$ cat src/rtl/bps_seq_ctrl.sv
// bps_seq_ctrl: sequencer for a 4-bit borrow-propagate subtract slice.
// It computes d = a - b - bin over 4*NIBBLES bits. One slice handles one nibble per clock,
// starting with the LSB nibble. The borrow is carried between cycles in a register.
//
// Optional feature: define BPS_SAT_EN for saturating unsigned subtraction. When the final
// borrow is set, d is forced to 0. bout still reports the borrow.
//
// Ports:
//   clk    in  1  system clock, rising edge
//   rst    in  1  synchronous active-high reset
//   start  in  1  request; accepted only in the idle or done cycle
//   a, b   in  W  minuend and subtrahend, sampled on the accepting edge
//   bin    in  1  borrow-in, sampled on the accepting edge
//   busy   out 1  nibbles are being processed
//   done   out 1  one-cycle pulse when the result is valid
//   d      out W  last completed difference, held until the next completion
//   bout   out 1  final borrow-out of the last completed operation
//   zero   out 1  last completed d is zero
module bps_seq_ctrl #(
  parameter int unsigned NIBBLES = 4
) (
  input  logic                 clk,
  input  logic                 rst,
  input  logic                 start,
  input  logic [4*NIBBLES-1:0] a,
  input  logic [4*NIBBLES-1:0] b,
  input  logic                 bin,
  output logic                 busy,
  output logic                 done,
  output logic [4*NIBBLES-1:0] d,
  output logic                 bout,
  output logic                 zero
);

  localparam int unsigned W    = 4 * NIBBLES;
  localparam int unsigned IdxW = (NIBBLES > 1) ? $clog2(NIBBLES) : 1;
  localparam logic [IdxW-1:0] LastIdx = IdxW'(NIBBLES - 1);

  typedef enum logic [1:0] {StIdle, StRun, StDone} state_e;

  state_e          state_q, state_d;
  logic [W-1:0]    a_q, a_d, b_q, b_d;
  logic [W-1:0]    res_q, res_d;
  logic [W-1:0]    d_q, d_d;
  logic            br_q, br_d;
  logic            bout_q, bout_d;
  logic            zero_q, zero_d;
  logic [IdxW-1:0] idx_q, idx_d;

  logic [3:0]      sa, sb, sdiff;
  logic [4:0]      sbr;
  logic [W-1:0]    res_full;
  logic [IdxW+1:0] shamt;

  // The slice operates on nibble idx of the latched operands.
  always_comb begin
    shamt = {idx_q, 2'b00};
    sa    = 4'(a_q >> shamt);
    sb    = 4'(b_q >> shamt);
    sbr   = '0;
    sdiff = '0;
    sbr[0] = br_q;
    for (int i = 0; i < 4; i++) begin
      sdiff[i]  = sa[i] ^ sb[i] ^ sbr[i];
      sbr[i+1]  = (~(sa[i] ^ sb[i]) & sbr[i]) | (~sa[i] & sb[i]);
    end
    // The result register with nibble idx replaced. On the final nibble this is the full
    // difference, so d can be loaded from it on the same edge.
    res_full = (res_q & ~(W'(4'hF) << shamt)) | (W'(sdiff) << shamt);
  end

  always_comb begin
    state_d = state_q;
    a_d     = a_q;
    b_d     = b_q;
    res_d   = res_q;
    d_d     = d_q;
    br_d    = br_q;
    bout_d  = bout_q;
    zero_d  = zero_q;
    idx_d   = idx_q;
    unique case (state_q)
      StIdle, StDone: begin
        if (start) begin
          a_d     = a;
          b_d     = b;
          br_d    = bin;
          idx_d   = '0;
          state_d = StRun;
        end else begin
          state_d = StIdle;
        end
      end
      StRun: begin
        res_d = res_full;
        br_d  = sbr[4];
        idx_d = idx_q + IdxW'(1);
        if (idx_q == LastIdx) begin
          state_d = StDone;
`ifdef BPS_SAT_EN
          d_d = sbr[4] ? '0 : res_full;
`else
          d_d = res_full;
`endif
          bout_d = sbr[4];
          zero_d = (d_d == '0);
        end
      end
      default: state_d = StIdle;
    endcase
  end

  always_ff @(posedge clk) begin
    if (rst) begin
      state_q <= StIdle;
      a_q     <= '0;
      b_q     <= '0;
      res_q   <= '0;
      d_q     <= '0;
      br_q    <= 1'b0;
      bout_q  <= 1'b0;
      zero_q  <= 1'b1;
      idx_q   <= '0;
    end else begin
      state_q <= state_d;
      a_q     <= a_d;
      b_q     <= b_d;
      res_q   <= res_d;
      d_q     <= d_d;
      br_q    <= br_d;
      bout_q  <= bout_d;
      zero_q  <= zero_d;
      idx_q   <= idx_d;
    end
  end

  assign busy = (state_q == StRun);
  assign done = (state_q == StDone);
  assign d    = d_q;
  assign bout = bout_q;
  assign zero = zero_q;

endmodule

$ cat config.mk
export PLATFORM = sky130hd
export DESIGN_NAME = bps_seq_ctrl
export DESIGN_NICKNAME = d
export VERILOG_FILES = /design/src/rtl/bps_seq_ctrl.sv
export SDC_FILE = /design/constraint.sdc
export NUM_CORES = 1
export LEC_CHECK = 0
export ABC_AREA = 1
export CAP_MARGIN = 20
export CORE_ASPECT_RATIO = 1.75
export CORE_MARGIN = 10
export CORE_UTILIZATION = 25
export CTS_BUF_LIST = sky130_fd_sc_hd__clkbuf_8
export CTS_CLUSTER_DIAMETER = 150
export DETAILED_ROUTE_END_ITERATION = 6
export SLEW_MARGIN = 20
export SYNTH_ARGS = -nofsm -noshare
export SYNTH_HDL_FRONTEND = slang
export SYNTH_SLANG_ARGS = --single-unit
$ cat constraint.sdc
create_clock -name clk -period 3.6 [get_ports clk]
set_input_delay 0.72 -clock clk [delete_from_list [all_inputs] [get_ports clk]]
set_output_delay 0.72 -clock clk [all_outputs]
set_load 0.03 [all_outputs]
; ---- Word level (Yosys, flattened, before mapping)
; Index checks and enable logic that the tools add are counted.
; W data, S select, Z words.
[classes]
n_reduce_logical = 7
n_eq_ne = 5
shifts = 4
n_addsub = 1
n_mux = 7
bitwise_logic = 31
[ops]
columns = operator, count
row1 = $shr A16 B4 Y4, 2
row2 = $and A16 B16 Y16, 1
row3 = $logic_not A16 Y1, 1
row4 = $not A16 Y16, 1
row5 = $or A16 B16 Y16, 1
row6 = $shl A4 B4 Y16, 1
row7 = $shl A4 B4 Y16 const A, 1
row8 = $and A1 B1 Y1, 8
row9 = $not A1 Y1, 8
row10 = $pmux W2 S2, 2
row11 = $xor A1 B1 Y1, 8
row12 = $reduce_and A2 Y1, 3
row13 = $eq A2 B2 Y1 const B, 2
row14 = $mux W2, 2
row15 = $or A1 B1 Y1, 4
row16 = $add A2 B1 Y2 const B, 1
row17 = $eq A2 B1 Y1 const B, 1
row18 = $logic_not A2 Y1, 1
row19 = $mux W1, 2
row20 = $ne A2 B1 Y1 const B, 1
row21 = $ne A2 B2 Y1 const B, 1
row22 = $pmux W1 S2, 1
row23 = $reduce_bool A2 Y1, 1
row24 = $reduce_or A2 Y1, 1
[word_totals]
wordCells = 64
input_bits = 36
regBits = 71
output_inout_bits = 20

; ---- Longest topological paths before layout
[logic_depth]
word_depth = 13
mapped_depth = 20
ltp_nobuf = 17

; ---- Worst setup path before layout
; OpenSTA, ideal clock, no wires.
[synth_timing]
path_kind = register to register
from = register idx_q[1]
to = register zero_q (netlist: zero)
path_stages_with_launch = 21
period_less_slack_ps = 3010
setup_slack_ps = 590
required_ps = 3485
t_arrival_ps = 2895
n_path_buf = 3
setup_time_ps = 115
path_cell_list = dfxtp_1 > buf_6 > inv_2 > buf_6 > buf_2 > o21ai_0 > o22ai_1 > fa_1 > inv_1 > fa_1 > fa_1 > inv_1 > fa_1 > inv_1 > nand3_1 > nand2_1 > nor2_1 > nand2_1 > nor2_1 > nand2_1 > nand2_1
[synth_between]
elab_chain_len = 13
elab_cells_between_ends = 33
classes_between = 1 x eq/ne / 4 x shift / 26 x bitwise / 2 x reduce/logical
[synth_rtl]
columns = element, line
row1 = "start, declared", 48  ; logic [IdxW-1:0] idx_q, idx_d;
row2 = "start signal, assigned", 133  ; idx_q <= idx_d;
row3 = "$shr A16 B4 Y4, on equally long branches", "58, 59"
row4 = $xor A1 B1 Y1, "64, 65"
row5 = $not A1 Y1, 65  ; sbr[i+1] = (~(sa[i] ^ sb[i]) & sbr[i]) | (~sa[i] & sb[i]);
row6 = $and A1 B1 Y1, 65
row7 = $or A1 B1 Y1, 65
row8 = $and A1 B1 Y1, 65
row9 = $or A1 B1 Y1, 65
row10 = $and A1 B1 Y1, 65
row11 = $or A1 B1 Y1, 65
row12 = $xor A1 B1 Y1, 64  ; sdiff[i] = sa[i] ^ sb[i] ^ sbr[i];
row13 = $shl A4 B4 Y16, 69  ; res_full = (res_q & ~(W'(4'hF) << shamt)) | (W'(sdiff) << shamt);
row14 = $or A16 B16 Y16, 69
row15 = $logic_not A16 Y1, 106  ; zero_d = (d_d == '0);
row16 = "end signal, assigned", 132  ; zero_q <= zero_d;
row17 = "end, declared", 47  ; logic zero_q, zero_d;
; Several ways; a longest one is shown, not always the timed one.
; A chain may end at the register's enable or synchronous reset.

; ---- Final worst setup path
[layout_timing]
from = register idx_q[0]
to = register zero_q (netlist: zero)
; The elaborated chain is that of the path after synthesis.

==> flow_summary.ini <==
[outcome]
status = completed

[timing]
slew_headroom_pct = 50.0
finalClockSkew_ns = 0.00558
post-route-period-util_pct = 86.9
hold_viol_final = 0
rsz0062_at_grt = false
final-max-slew-violation-count = 0
fmax_ghz = 0.319
tightest_slew_ns = 0.749
tns_ns = 0
hold_ws_ns = 0.466
setup_viol = 0
period_minus_slack_ns = 3.13

[route]
ant_nets = 0
vias_per_cell = 4.43
wire_per_inst_microns = 13.3
dr.pass1.iters = 4
via_count = 2888
drc = 0
totalWireLength_microns = 8650
drtIter0Drc = 125

[clock_network]
cts.path.max_buffers = 2
ctsHoldBuffers = 0
cts_tree = yes
worstSkewPairLatency_ns = 0.36
postCtsSetupRepairBufs = 0
cts_buffers = 9
h-tree-depth = 3
cts.sinks = 71
clock_tree.root_cell = clkbuf_8
clkTransAtPathRegs_ns = 0.07
cts_resized = 0

[setup_path]
crit_fanout = 32
start_kind = flip-flop
required_ns = 3.85
cp_data_arrival_time_ns = 3.38
reg2reg_slack_ns = 0.47
path_class = flip-flop to flip-flop
cp-end-kind = flip-flop

[synthesis]
synth_area_leaders = dfxtp_1, nor2_1, o21ai_0, nand2_1, a21oi_1
ys_types = 24
synthCells = 433
ys_ff_latch = 71
ys_seq_area_share_pct = 44.6
synth-edff-count = 0
avgSynthCellArea_sq_um = 7.36
synth_top_area_share_pct = 44.6
synth_area_sq_mm = 0.00319
ys.flop_type = dfxtp_1
synth.yosys.warnings = 0
synthArstFlopShare_pct = 0
post-synth-top-area-cell = dfxtp_1
synthesis.nets = 477

[placement]
port_buffers = 55
gp_congestion = 0.840
dpl.hpwl_microns = 6600

[final_layout]
num_antenna_cells = 0
final_common_cell = nor2_1
area_growth_pct = 28.9
n_fill_cell = 1340
layout-drive-gt1-share_pct = 7.02
layout_common_cells = nor2_1, dfxtp_1, nand2_1
nets = 523

[floorplan]
rows = 54
dieHeight_microns = 169
dieArea_sq_mm = 0.0178
coreArea_sq_mm = 0.0125
initial_utilization_pct = 25.5
io_pins = 56
die_w_microns = 105

[power_and_ir_drop]
swShare_pct = 27.9
p_per_area_mw_per_mm2 = 512
ir_drop_v = 0.000206
p_sw_mw = 0.586
power_leakage_nw = 1.72
combPwrFrac_pct = 19.3
seq_power_share_pct = 41.1
intPower_mw = 1.52
clkPwrFrac_pct = 39.6

[min_path]
worstHoldPathType = flip-flop to flip-flop

[grt]
grt_max_degree = 36
antenna_found_initial = 0
grt_pass1_wl_microns = 14500
grt_pass1_vias = 2860
grt_util_all_layers_pct = 10.2
grt_overflow = 0

[run]
max-cap-violations = 0
[stage by stage]
step	instance area [sq um]	instances	util [%]	worst slack, ns	power (mW)
2_1_floorplan	3190	433	-	0.590	1.16
3_3_place_gp	3850	636	30.8	0.503	1.29
3_5_place_dp	3850	636	30.8	0.484	1.29
4_1_cts	4110	652	32.9	0.469	2.13
5_1_grt	4110	652	32.9	0.129	2.22
6_report	4110	652	32.9	0.470	2.10
[power by group through the flow]
stage | Combinational, mW | Sequential, mW | Clock, mW
after floorplan | 0.285 | 0.874 | 0
after global placement | 0.406 | 0.882 | 0
after detailed placement | 0.409 | 0.883 | 0
after CTS | 0.410 | 0.865 | 0.853
after global routing | 0.466 | 0.870 | 0.880
final | 0.406 | 0.864 | 0.831
[Yosys cell counts, types with 9 or more instances]
cell type	n
nor2_1	93
dfxtp_1	71
nand2_1	62
o21ai_0	61
inv_1	34
a21oi_1	28
nand3_1	14
buf_2	11
clkbuf_1	10
o211ai_1	9
[sequential cells by signal, summed over array words and instances, names as in the netlist]
| name | flops |
|---|---|
| zero | 1 |
| idx_q | 2 |
| a_q | 16 |
| state_q | 2 |
| d | 16 |
| res_q | 16 |
| br_q | 1 |
| bout | 1 |
| b_q | 16 |
[final cells by class]
| cell class | count | area (sq um) | area share (%) |
|---|---|---|---|
| Clock buffer | 9 | 124 | 3.02 |
| Clock inverter | 7 | 136 | 3.32 |
| Inverter | 37 | 139 | 3.38 |
| Multi-Input combinational cell | 296 | 1460 | 35.5 |
| Sequential cell | 71 | 1420 | 34.6 |
| Tap cell | 168 | 210 | 5.12 |
| Timing Repair Buffer | 64 | 618 | 15.0 |
[logic make-up after synthesis]
logic type	Yosys count	synth area share, %
adder cells (fa/ha/maj)	8	4.08
flip-flops	71	44.6
AND/OR/NAND/NOR	181	23.3
AO/OA/AOI/OAI	107	18.4
buffers and inverters	66	9.62
[final timing paths]
check        startpoint    to  depth (start not counted)
max            idx_q[0]  zero                         17
min reg2reg        bout  bout                          2
max reg2reg    idx_q[0]  zero                         17
min                bout  bout                          2
[critical path, cell delays in order (launching register included)]
cell and delay [ns]:
dfxtp_1 0.35, buf_4 0.31, o21ai_0 0.14, o22ai_1 0.19
fa_1 0.19, inv_1 0.05, fa_1 0.38, fa_1 0.36
inv_1 0.07, fa_1 0.40, inv_1 0.15, nand3_1 0.09
nand2_1 0.09, nor2_1 0.05, nand2_1 0.07, nor2_1 0.04
nand2_1 0.04, nand2_1 0.05
[layer usage]
layer | GRT usage [%] | routed length, microns | vias to the layer above
li1 | - | - | 1499
met1 | 10.5 | 3430 | 1303
met2 | 17.9 | 4510 | 68
met3 | 2.43 | 411 | 18
met4 | 6.65 | 299 | 0
met5 | 0 | 0 | -
Power figures use the tool's default switching activity.
